**config.mk**
```make
export PLATFORM = sky130hd
export DESIGN_NAME = mnist_pool2x2
export DESIGN_NICKNAME = d
export VERILOG_FILES = /design/src/rtl/mnist_pool2x2.sv
export SDC_FILE = /design/constraint.sdc
export NUM_CORES = 1
export LEC_CHECK = 0
export ABC_CLOCK_PERIOD_IN_PS = 11950
export CORE_AREA = 2 2 259 261
export CTS_CLUSTER_DIAMETER = 50
export DETAILED_ROUTE_END_ITERATION = 8
export DIE_AREA = 0 0 261 263
export PLACE_DENSITY = 0.54
export SLEW_MARGIN = 20
export SYNTH_ARGS = -nofsm -noshare
export SYNTH_HDL_FRONTEND = slang
export SYNTH_SLANG_ARGS = --single-unit
```
**constraint.sdc**
```tcl
create_clock -name clk -period 11.95 [get_ports clk]
set_input_delay 2.39 -clock clk [delete_from_list [all_inputs] [get_ports clk]]
set_output_delay 2.39 -clock clk [all_outputs]
set_load 0.03 [all_outputs]
```
**src/rtl/mnist_pool2x2.sv**
```systemverilog
// 2x2 pooling stage for a 14x14 binary image: one window per clock, producing
// a 7x7 pooled map and the total set-pixel count with a valid/ready handshake.
module mnist_pool2x2 #(
    parameter int unsigned POOL_THRESH = 1
) (
    input  logic         clk,
    input  logic         reset_n,
    input  logic [195:0] in_image,
    input  logic         in_valid,
    output logic         in_ready,
    output logic [48:0]  out_pool,
    output logic [7:0]   out_count,
    output logic         out_valid,
    input  logic         out_ready,
    output logic         busy
);

    localparam int unsigned IMG_W  = 196;
    localparam int unsigned POOL_W = 49;
    localparam int unsigned CNT_W  = 8;
    localparam int unsigned WIN_W  = 3;
    localparam logic [WIN_W-1:0] WIN_LAST = 3'd6;
    localparam logic [2:0] THRESH = 3'(POOL_THRESH);

    localparam logic [1:0] S_IDLE = 2'd0;
    localparam logic [1:0] S_SCAN = 2'd1;
    localparam logic [1:0] S_DONE = 2'd2;

    logic [1:0]        state, state_d;
    logic [IMG_W-1:0]  img, img_d;
    logic [POOL_W-1:0] pool_acc, pool_acc_d;
    logic [CNT_W-1:0]  cnt_acc, cnt_acc_d;
    logic [WIN_W-1:0]  win_row, win_row_d;
    logic [WIN_W-1:0]  win_col, win_col_d;
    logic [POOL_W-1:0] out_pool_d;
    logic [CNT_W-1:0]  out_count_d;
    logic              out_valid_d;
    logic              in_ready_d;
    logic              busy_d;

    logic [7:0] base_idx;
    logic [5:0] cell_idx;
    logic [2:0] win_sum;

    // Pixel (2r,2c) sits at bit 195-(28r+2c); its 2x2 neighbours follow at -1, -14, -15.
    always_comb begin
        base_idx = 8'd195 - (8'd28 * 8'(win_row) + 8'd2 * 8'(win_col));
        cell_idx = 6'd48 - (6'd7 * 6'(win_row) + 6'(win_col));
        win_sum  = 3'(img[base_idx]) + 3'(img[base_idx - 8'd1])
                 + 3'(img[base_idx - 8'd14]) + 3'(img[base_idx - 8'd15]);
    end

    // State register and all datapath/output registers.
    always_ff @(posedge clk) begin
        if (!reset_n) begin
            state     <= S_IDLE;
            img       <= '0;
            pool_acc  <= '0;
            cnt_acc   <= '0;
            win_row   <= '0;
            win_col   <= '0;
            out_pool  <= '0;
            out_count <= '0;
            out_valid <= 1'b0;
            in_ready  <= 1'b1;
            busy      <= 1'b0;
        end else begin
            state     <= state_d;
            img       <= img_d;
            pool_acc  <= pool_acc_d;
            cnt_acc   <= cnt_acc_d;
            win_row   <= win_row_d;
            win_col   <= win_col_d;
            out_pool  <= out_pool_d;
            out_count <= out_count_d;
            out_valid <= out_valid_d;
            in_ready  <= in_ready_d;
            busy      <= busy_d;
        end
    end

    // Next-state and next-register logic.
    always_comb begin
        state_d     = state;
        img_d       = img;
        pool_acc_d  = pool_acc;
        cnt_acc_d   = cnt_acc;
        win_row_d   = win_row;
        win_col_d   = win_col;
        out_pool_d  = out_pool;
        out_count_d = out_count;
        out_valid_d = out_valid;

        case (state)
            S_IDLE: begin
                if (in_valid) begin
                    img_d      = in_image;
                    pool_acc_d = '0;
                    cnt_acc_d  = '0;
                    win_row_d  = '0;
                    win_col_d  = '0;
                    state_d    = S_SCAN;
                end
            end
            S_SCAN: begin
                pool_acc_d[cell_idx] = (win_sum >= THRESH);
                cnt_acc_d            = cnt_acc + CNT_W'(win_sum);
                if (win_col >= WIN_LAST) begin
                    win_col_d = '0;
                    if (win_row >= WIN_LAST) begin
                        // Final window: publish results including this window.
                        win_row_d   = '0;
                        out_pool_d  = pool_acc_d;
                        out_count_d = cnt_acc_d;
                        out_valid_d = 1'b1;
                        state_d     = S_DONE;
                    end else begin
                        win_row_d = win_row + WIN_W'(1);
                    end
                end else begin
                    win_col_d = win_col + WIN_W'(1);
                end
            end
            S_DONE: begin
                if (out_ready) begin
                    out_valid_d = 1'b0;
                    state_d     = S_IDLE;
                end
            end
            default: begin
                out_valid_d = 1'b0;
                win_row_d   = '0;
                win_col_d   = '0;
                state_d     = S_IDLE;
            end
        endcase

        in_ready_d = (state_d == S_IDLE);
        busy_d     = (state_d != S_IDLE);
    end

endmodule

```
# Yosys cells after proc, flatten, opt, wreduce, memory -nomap -nowiden
# Index checks and enable logic that the tools add are counted.
# W data, S select, Z words.
[totals]
register_bits = 321
in_bits = 200
output_inout_bits = 60
elab_cells = 84
[classes]
addsub = 13
multipliers = 2
order_cmp = 9
eq_ne = 6
n_mux = 30
n_bitwise = 2
n_reduce_logical = 11
[ops]
columns = ["cell", "count"]
rows = [
  ["$pmux W49 S2", 1],
  ["$bwmux W49", 1],
  ["$mux W49", 1],
  ["$lt A8 B9 Y1 const B", 4],
  ["$bmux W1 S8", 4],
  ["$pmux W3 S3", 2],
  ["$pmux W8 S2", 1],
  ["$sub A8 B4 Y8 const B", 2],
  ["$mul A3 B3 Y6 const A", 2],
  ["$mux W3", 4],
  ["$add A8 B3 Y8", 1],
  ["$add A8 B4 Y8", 1],
  ["$mux W1", 8],
  ["$mux W2", 4],
  ["$mux W8", 1],
  ["$ne A2 B2 Y1 const B", 4],
  ["$sub A8 B1 Y8 const B", 1],
  ["$sub A8 B8 Y8 const A", 1],
  ["$lt A6 B7 Y1 const B", 1],
  ["$add A3 B1 Y3 const B", 2],
  ["$add A6 B3 Y6", 1],
  ["$demux W1 S6", 1],
  ["$ge A3 B3 Y1 const B", 2],
  ["$ge A6 B1 Y1 const B", 1],
  ["other kinds (16)", 22],
]

# Logic depth before layout (Yosys ltp)
# Gate-level depths: netlist (run 1).
[logic_depth]
word_depth = 12
depth_mapped = 30
depth_no_buf = 26

# Worst setup path after synthesis (run 1)
# No wires, ideal clock.
[synth_path]
path_type = "register -> register"
startpoint = "register win_row[0]"
endpoint = "register cnt_acc[7]"
setup_time_ps = 115
arrival_time_ps = 6103
t_required_ps = 11835
setup_slack_ps = 5732
path_stages_with_launch = 27
path_buffers = 0
synth_period_minus_slack_ps = 6218
path_cell_list = "dfxtp_1 > inv_1 > fa_1 > inv_1 > ha_1 > fa_1 > ha_1 > nand2_1 > o31ai_1 > xor2_1 > nor3_1 > xnor2_1 > o31ai_1 > o41ai_1 > mux2i_1 > fa_1 > ha_1 > inv_1 > ha_1 > ha_1 > a21o_1 > a21o_1 > and3_1 > and3_1 > xnor2_1 > o21ai_0 > and2_1"
[synth_between]
elab_chain_cells = 11
word_cells_on_any_way = 19
cone_classes = "add/sub (9); mul (1); mux (9)"
[synth_lines]
columns = ["element", "line_no", "text"]
rows = [
  ["from (decl)", "33", "logic [WIN_W-1:0] win_row, win_row_d;"],
  ["from (signal assigned)", "72", "win_row <= win_row_d;"],
  ["$mul A3 B3 Y6 (*)", "47", "base_idx = 8'd195 - (8'd28 * 8'(win_row) + 8'd2 * 8'(win_col));"],
  ["$add A8 B4 Y8 (*)", "47", ""],
  ["$sub A8 B8 Y8 (*)", "47", ""],
  ["$sub A8 B1 Y8", "49", "win_sum = 3'(img[base_idx]) + 3'(img[base_idx - 8'd1])"],
  ["$bmux W1 S8", "49", ""],
  ["$mux W1 (not written as such)", "49", ""],
  ["$add A1 B1 Y2", "49", ""],
  ["$add A2 B1 Y3", "50", "+ 3'(img[base_idx - 8'd14]) + 3'(img[base_idx - 8'd15]);"],
  ["$add A3 B1 Y3 (*)", "50", ""],
  ["$add A8 B3 Y8 (*)", "107", "cnt_acc_d = cnt_acc + CNT_W'(win_sum);"],
  ["$pmux W8 S2 (*)", "94", "case (state)"],
  ["to (signal assigned)", "71", "cnt_acc <= cnt_acc_d;"],
  ["to (decl)", "32", "logic [CNT_W-1:0] cnt_acc, cnt_acc_d;"],
]
# Mark *: on every way between the ends. The rest lies on a longest branch, timed or not. The select of a mux whose other input is x is not followed.
# A chain may end at the register's enable or synchronous reset.

# Worst setup path in the final report (run 1)
# Same ends and word-level chain as after synthesis.

==> results.yml, run 1 <==
power_and_ir_drop:
  p_per_area_mw_per_mm2: 153
  p_total_w: 0.00344
  leakagePower_nw: 7.76
  irDropWorstVdd_mv: 0.203
synth:
  yosysTopAreaCell: "dfxtp_1"
  ys_ff_latch: 321
  ys_seq_area_share_pct: 36.4
  syn-mean-instance-area_um2: 9.31
  synth_edf_count: 0
  synthCells: 1898
  syn_nets: 2143
  synthTopCellsByArea: "dfxtp_1, mux4_2, nand2_1"
  synth_top_area_share_pct: 36.4
  async_flop_share_pct: 0
  syn-cell-area_mm2: 0.0177
  ys_types: 64
  synth-warning-count: 0
  synth_ff_type: "dfxtp_1"
sta:
  fin_crit_sh_pct: 59.8
  fin_worst_skew_ns: 0.0249
  max_slew.worst_pin.slew_ns: 1.08
  fin_tns_setup_ns: 0
  min_period_ns: 7.15
  relSlewSlack_pct: 27.7
  drv_slew: 0
  setup_ws_ns: 4.80
  hold_viol: 0
  rsz0062_at_grt: "false"
  clock.fmax_mhz: 140
  setup_violations: 0
routing:
  drt_pre_antenna_iters: 5
  drt_wl_total_um: 53600
  avgRoutedWirePerCell_um: 18.0
  vias: 14400
  route.detailed.drc: 0
  drtIter0Drc: 876
  vias_per_cell: 4.83
  postRouteAntennaNets: 0
worst_setup_path:
  ff2ff_setup_slack_ns: 4.80
  arrival_ns: 7.62
  crit_fanout: 9
  cpMaxStageDelayCell: "xnor2_1"
  max_stage_delay_ns: 0.60
  cp.required_ns: 12.42
  worstSetupStartpointType: "flop"
  reg2reg_depth: 26
  critPathMostFrequentCell: "ha_1"
  crit_type: "reg2reg"
  cp-end-kind: "flop"
clock_tree:
  tritoncts: "done"
  hold_buffers: 0
  cts_resized: 0
  h-tree-depth: 2
  clockBufferDepth: 3
  cts_buffers: 44
  clockRootBuffer: "clkbuf_16"
  clock_latency_ns: 0.57
  clkSlewWorstSetupHoldPaths_ns: 0.06
  cts_sinks: 321
  post_cts_buffers: 0
final_layout:
  drive_above_1_share_pct: 13.3
  fin_nets: 2317
  fillCellCount: 6725
  regArea_mm2: 0.00643
  multi_input_area_mm2: 0.0106
  area_growth_syn_to_layout_pct: 27.2
floorplan:
  rows: 94
  die_x_um: 261
  core_mm2: 0.0656
  dieArea_mm2: 0.0686
  fp.dieH_um: 263
  start_util_pct: 26.9
  ios: 260
global_routing:
  grt_max_degree: 116
  grt_overflow: 0
  grt_pass1_wl_um: 84000
  grt_pass1_vias: 14500
  antenna_found_initial: 3
  track_usage_pct: 15.5
placement:
  dp_hpwl_um: 38600
  dp_slack_ns: 4.82
  place_congestion: 0.828
  port_buffers: 259
min_path:
  holdPathStages: 2
  min_path_type: "reg2reg"
run:
  maxCapViolCount: 0
status:
  status: "completed"
## worst paths after layout
path | to | start
hold / removal | out_count[2] | out_count[2]
setup / recovery | cnt_acc[7] | win_row[0]
hold reg to reg | out_count[2] | out_count[2]
setup reg to reg | cnt_acc[7] | win_row[0]
## layer usage
metal  track usage, %  vias to the layer above  routed length, um
met5                0                        -                  0
met4             4.79                        0               1370
met3             2.46                       74               2600
met2             25.4                      388              25300
met1             20.9                     6942              24300
li1                 -                     6951                  -
## Yosys cell counts (4+ instances only)
cell type  instances
dfxtp_1          321
o211a_1            5
mux2i_1           66
clkbuf_1          99
nor2_1            46
ha_1              38
a21boi_0         202
xor2_1             8
buf_2             24
nand2b_1          21
a22oi_1           51
nand2_1          491
buf_6              5
inv_1             25
o21ai_0           26
mux2_2            56
or2_2              4
a211oi_1           6
buf_4              5
xnor2_1           17
mux4_2           100
a21oi_1           33
and2_1            12
nand3_1           21
a21o_1             5
buf_1             15
fa_1               7
nor2b_1          105
a31oi_1           13
nor3_1            13
mux4_1             5
## through the flow
step           utilization (%)  cell area (um^2)  hold slack [ns]  cells
2_1_floorplan                -             17700            0.450   1898
3_3_place_gp              31.8             20900            0.460   2889
3_5_place_dp              31.8             20900            0.462   2889
4_1_cts                   34.2             22400            0.470   2970
5_1_grt                   34.2             22500            0.496   2972
6_report                  34.2             22500            0.464   2972
## flip-flops by register name (all words and copies together), names as in the netlist, 2 cells and up
name,cells
win_col,3
pool_acc,49
state,2
cnt_acc,8
out_count,8
out_pool,49
win_row,3
img,196
## critical path: cells and delay by family (launching register included)
family	cells	cell delay, ns
AO/OA/AOI/OAI	6	1.02
XOR/XNOR	3	1.32
adder cells (fa/ha/maj)	8	2.95
buffers and inverters	3	0.25
flip-flops	1	0.53
multiplexers	1	0.16
AND/OR/NAND/NOR	5	0.81
## power by group
group | internal (W) | leakage (nW) | total (W) | switching [W]
Sequential | 0.00112 | 2.62 | 0.00116 | 0.0000433
Combinational | 0.000355 | 4.39 | 0.000896 | 0.000541
Clock | 0.000852 | 0.753 | 0.00138 | 0.000529
Total | 0.00232 | 7.76 | 0.00344 | 0.00111
## cell usage in the layout, fill, tap and decap left out, types with 6 or more instances in the layout
cell	Yosys	layout
nor3_1	13	11
dfxtp_1	321	320
xor2_1	8	8
nand2b_1	21	20
mux2i_1	66	66
buf_4	5	16
a21boi_0	202	202
inv_1	25	25
a211oi_1	6	6
and2_1	12	12
fa_1	7	7
nand2_1	491	491
mux2_2	56	56
clkinv_4	0	7
xnor2_1	17	17
mux4_2	100	100
a31oi_1	13	13
o21ai_0	26	26
clkdlybuf4s50_1	0	258
a22oi_1	51	51
clkbuf_1	99	6
nor2_1	46	43
a21oi_1	33	33
bufinv_16	0	6
nor2b_1	105	104
clkbuf_16	0	44
nand3_1	21	21
ha_1	38	37
## kinds of logic after synthesis
kind of cell / synth area share [%]
AO/OA/AOI/OAI: 14.8
adder cells (fa/ha/maj): 3.48
AND/OR/NAND/NOR: 18.5
buffers and inverters: 4.16
XOR/XNOR: 1.74
flip-flops: 36.4
multiplexers: 21.0
## final cells by class
class / count / area share (%)
clock buffer: 55 / 5.31
multi-input combinational: 1404 / 47.0
clock inverter: 26 / 1.66
sequential: 321 / 28.6
antenna: 1 / 0.0111
inverter: 25 / 0.418
timing repair buffer: 276 / 12.2
tap: 864 / 4.81
Power figures use the tool's default switching activity.
==> run 2: changes to the inputs <==
--- a/config.mk
+++ b/config.mk
@@ -5,12 +5,12 @@
 export SDC_FILE = /design/constraint.sdc
 export NUM_CORES = 1
 export LEC_CHECK = 0
-export ABC_CLOCK_PERIOD_IN_PS = 11950
+export ABC_CLOCK_PERIOD_IN_PS = 6300
 export CORE_AREA = 2 2 259 261
 export CTS_CLUSTER_DIAMETER = 50
 export DETAILED_ROUTE_END_ITERATION = 8
 export DIE_AREA = 0 0 261 263
-export PLACE_DENSITY = 0.54
+export PLACE_DENSITY = 0.56
 export SLEW_MARGIN = 20
 export SYNTH_ARGS = -nofsm -noshare
 export SYNTH_HDL_FRONTEND = slang
==> constraint.sdc (replaced) <==
create_clock -name clk -period 6.3 [get_ports clk]
set_input_delay 1.26 -clock clk [delete_from_list [all_inputs] [get_ports clk]]
set_output_delay 1.26 -clock clk [all_outputs]
set_load 0.03 [all_outputs]
==> run 2 against run 1 <==
Net effect: total power is 93% higher; worst hold slack better by 0.0036 ns; critical path depth is 1 higher; combinational power is 120% higher; clock skew is 0.0033 ns higher; critical endpoint unchanged; largest cell class unchanged; highest routed layer unchanged.
==> results.yml, run 2 (synthesis gave the netlist of run 1 again) <==
status:
  status: "completed"
final_layout:
  final_area_mm2: 0.0230
  fin_nets: 2359
  largest_reg_flops: 196
  area_growth_syn_to_layout_pct: 30.0
  final_common_cell: "nand2_1"
  final_cell_mix: "nand2_1, dfxtp_1, clkdlybuf4s50_1"
  n_antenna_cell: 0
  top_register: "img"
  largestRegisters: "img x196, out_pool x49, pool_acc x49"
  fillCellCount: 6653
  drive_above_1_share_pct: 16.1
  final_cells: 3013
sta:
  fin_worst_skew_ns: 0.0282
  fin_crit_sh_pct: 96.9
  fin_tns_setup_ns: 0
  min_period_ns: 6.10
  relSlewSlack_pct: 35.7
  hold_viol: 0
  setup_violations: 0
  hold_ws_ns: 0.468
  clock.fmax_mhz: 164
  drv_slew: 0
  max_slew.worst_pin.slew_ns: 0.957
clock_tree:
  clockBufferDepth: 3
  clock_latency_ns: 0.58
  clockRootBuffer: "clkbuf_16"
  hold_buffers: 0
  clkSlewWorstSetupHoldPaths_ns: 0.05
  cts_sinks: 321
  cts_buffers: 44
  tritoncts: "done"
  h-tree-depth: 2
placement:
  placed_area_mm2: 0.0213
  port_buffers: 259
  dp_cells: 2926
  place_congestion: 0.867
  dp_hpwl_um: 38000
global_routing:
  grt_pass1_wl_um: 83000
  antenna_found_initial: 0
  track_usage_pct: 15.3
  grt_pass1_vias: 14600
  grt_max_degree: 149
  grt_overflow: 0
floorplan:
  start_util_pct: 26.9
  rows: 94
  ios: 260
  die_x_um: 261
  dieArea_mm2: 0.0686
  fp.dieH_um: 263
  core_mm2: 0.0656
routing:
  avgRoutedWirePerCell_um: 17.6
  route.detailed.drc: 0
  drtIter0Drc: 846
  vias: 14400
  drt_pre_antenna_iters: 6
  drt_wl_total_um: 53100
  vias_per_cell: 4.77
  postRouteAntennaNets: 0
worst_setup_path:
  arrival_ns: 6.56
  r2r-start: "win_row[1]"
  worstSetupStartpointType: "flop"
  cp.required_ns: 6.76
  cp-end-kind: "flop"
  ff2ff_setup_slack_ns: 0.20
  reg2reg_depth: 27
  crit_fanout: 7
  rr_endpoint: "cnt_acc[7]"
  crit_type: "reg2reg"
power_and_ir_drop:
  irDropWorstVdd_mv: 0.497
  p_per_area_mw_per_mm2: 288
  leakagePower_nw: 7.98
  p_total_w: 0.00662
min_path:
  min-delay-start: "out_count[2]"
  min_path_type: "reg2reg"
  hold_end: "out_count[2]"
  holdPathStages: 2
run:
  maxCapViolCount: 0
[run 2: cell count changes in the layout (fill, tap and decap cells not counted), moves of 4 or more]
cell,change
buf_12,+9
buf_4,+31
bufinv_16,-5
clkinv_2,+4
clkinv_4,-5
ha_1,-7
ha_4,+5
xnor2_1,-4
[run 2: power by group]
group / total (W) / switching, W / internal (W)
combinational: 0.00201 / 0.00114 / 0.000870
sequential: 0.00218 / 0.0000629 / 0.00212
clock: 0.00243 / 0.000999 / 0.00143
[run 2: final cells by class]
cell class / count / area (um^2) / area share (%)
tap: 864 / 1080 / 4.71
clock inverter: 22 / 209 / 0.910
clock buffer: 59 / 1230 / 5.35
inverter: 25 / 93.8 / 0.409
multi-input combinational: 1404 / 10800 / 46.8
timing repair buffer: 318 / 3160 / 13.8
sequential: 321 / 6430 / 28.0
[run 2: worst max path at each step]
stage	start	to	slack, ns
after detailed placement	win_row[0]	cnt_acc[7]	-0.04
after global placement	win_row[0]	cnt_acc[7]	0.03
after global routing	win_row[0]	out_count[7]	-0.04
after floorplan	win_row[0]	cnt_acc[7]	0.08
after CTS	win_row[0]	cnt_acc[7]	0.02
final	win_row[1]	cnt_acc[7]	0.20
[run 2: what timing repair did]
item,CTS,global route
setup endpoints to repair,1,6
resized for setup,1,34
setup buffers,0,6
cloned,0,0
pin swaps,0,9
[run 2: metrics by stage]
step	util (%)	setup slack, ns
6_report	35.0	0.198
5_1_grt	35.0	-0.0435
4_1_cts	34.6	0.0199
3_5_place_dp	32.4	-0.0399
3_3_place_gp	32.4	0.0344
2_1_floorplan	-	0.0822
[run 2: routing by layer]
metal / global-route usage [%] / routed length, um / up-vias
li1: - / - / 7017
met1: 20.7 / 24700 / 6995
met2: 25.7 / 25300 / 285
met3: 2.22 / 2090 / 68
met4: 3.79 / 1070 / 0
met5: 0 / 0 / -
[run 2: worst max-delay path, cell delays in order, from the launching register on]
cell     delay (ns)
dfxtp_1        0.33
inv_1          0.08
fa_1           0.52
inv_1          0.05
ha_2           0.20
fa_2           0.61
ha_4           0.23
buf_4          0.16
xor2_2         0.19
buf_6          0.14
xnor2_2        0.14
buf_6          0.14
o21ai_2        0.06
a21oi_2        0.08
o41ai_4        0.36
mux2i_1        0.16
fa_1           0.63
ha_2           0.20
inv_1          0.06
ha_4           0.26
ha_1           0.21
a21o_1         0.18
a21o_1         0.18
and3_1         0.19
and3_1         0.19
xnor2_1        0.19
o21ai_1        0.08
and2_1         0.16
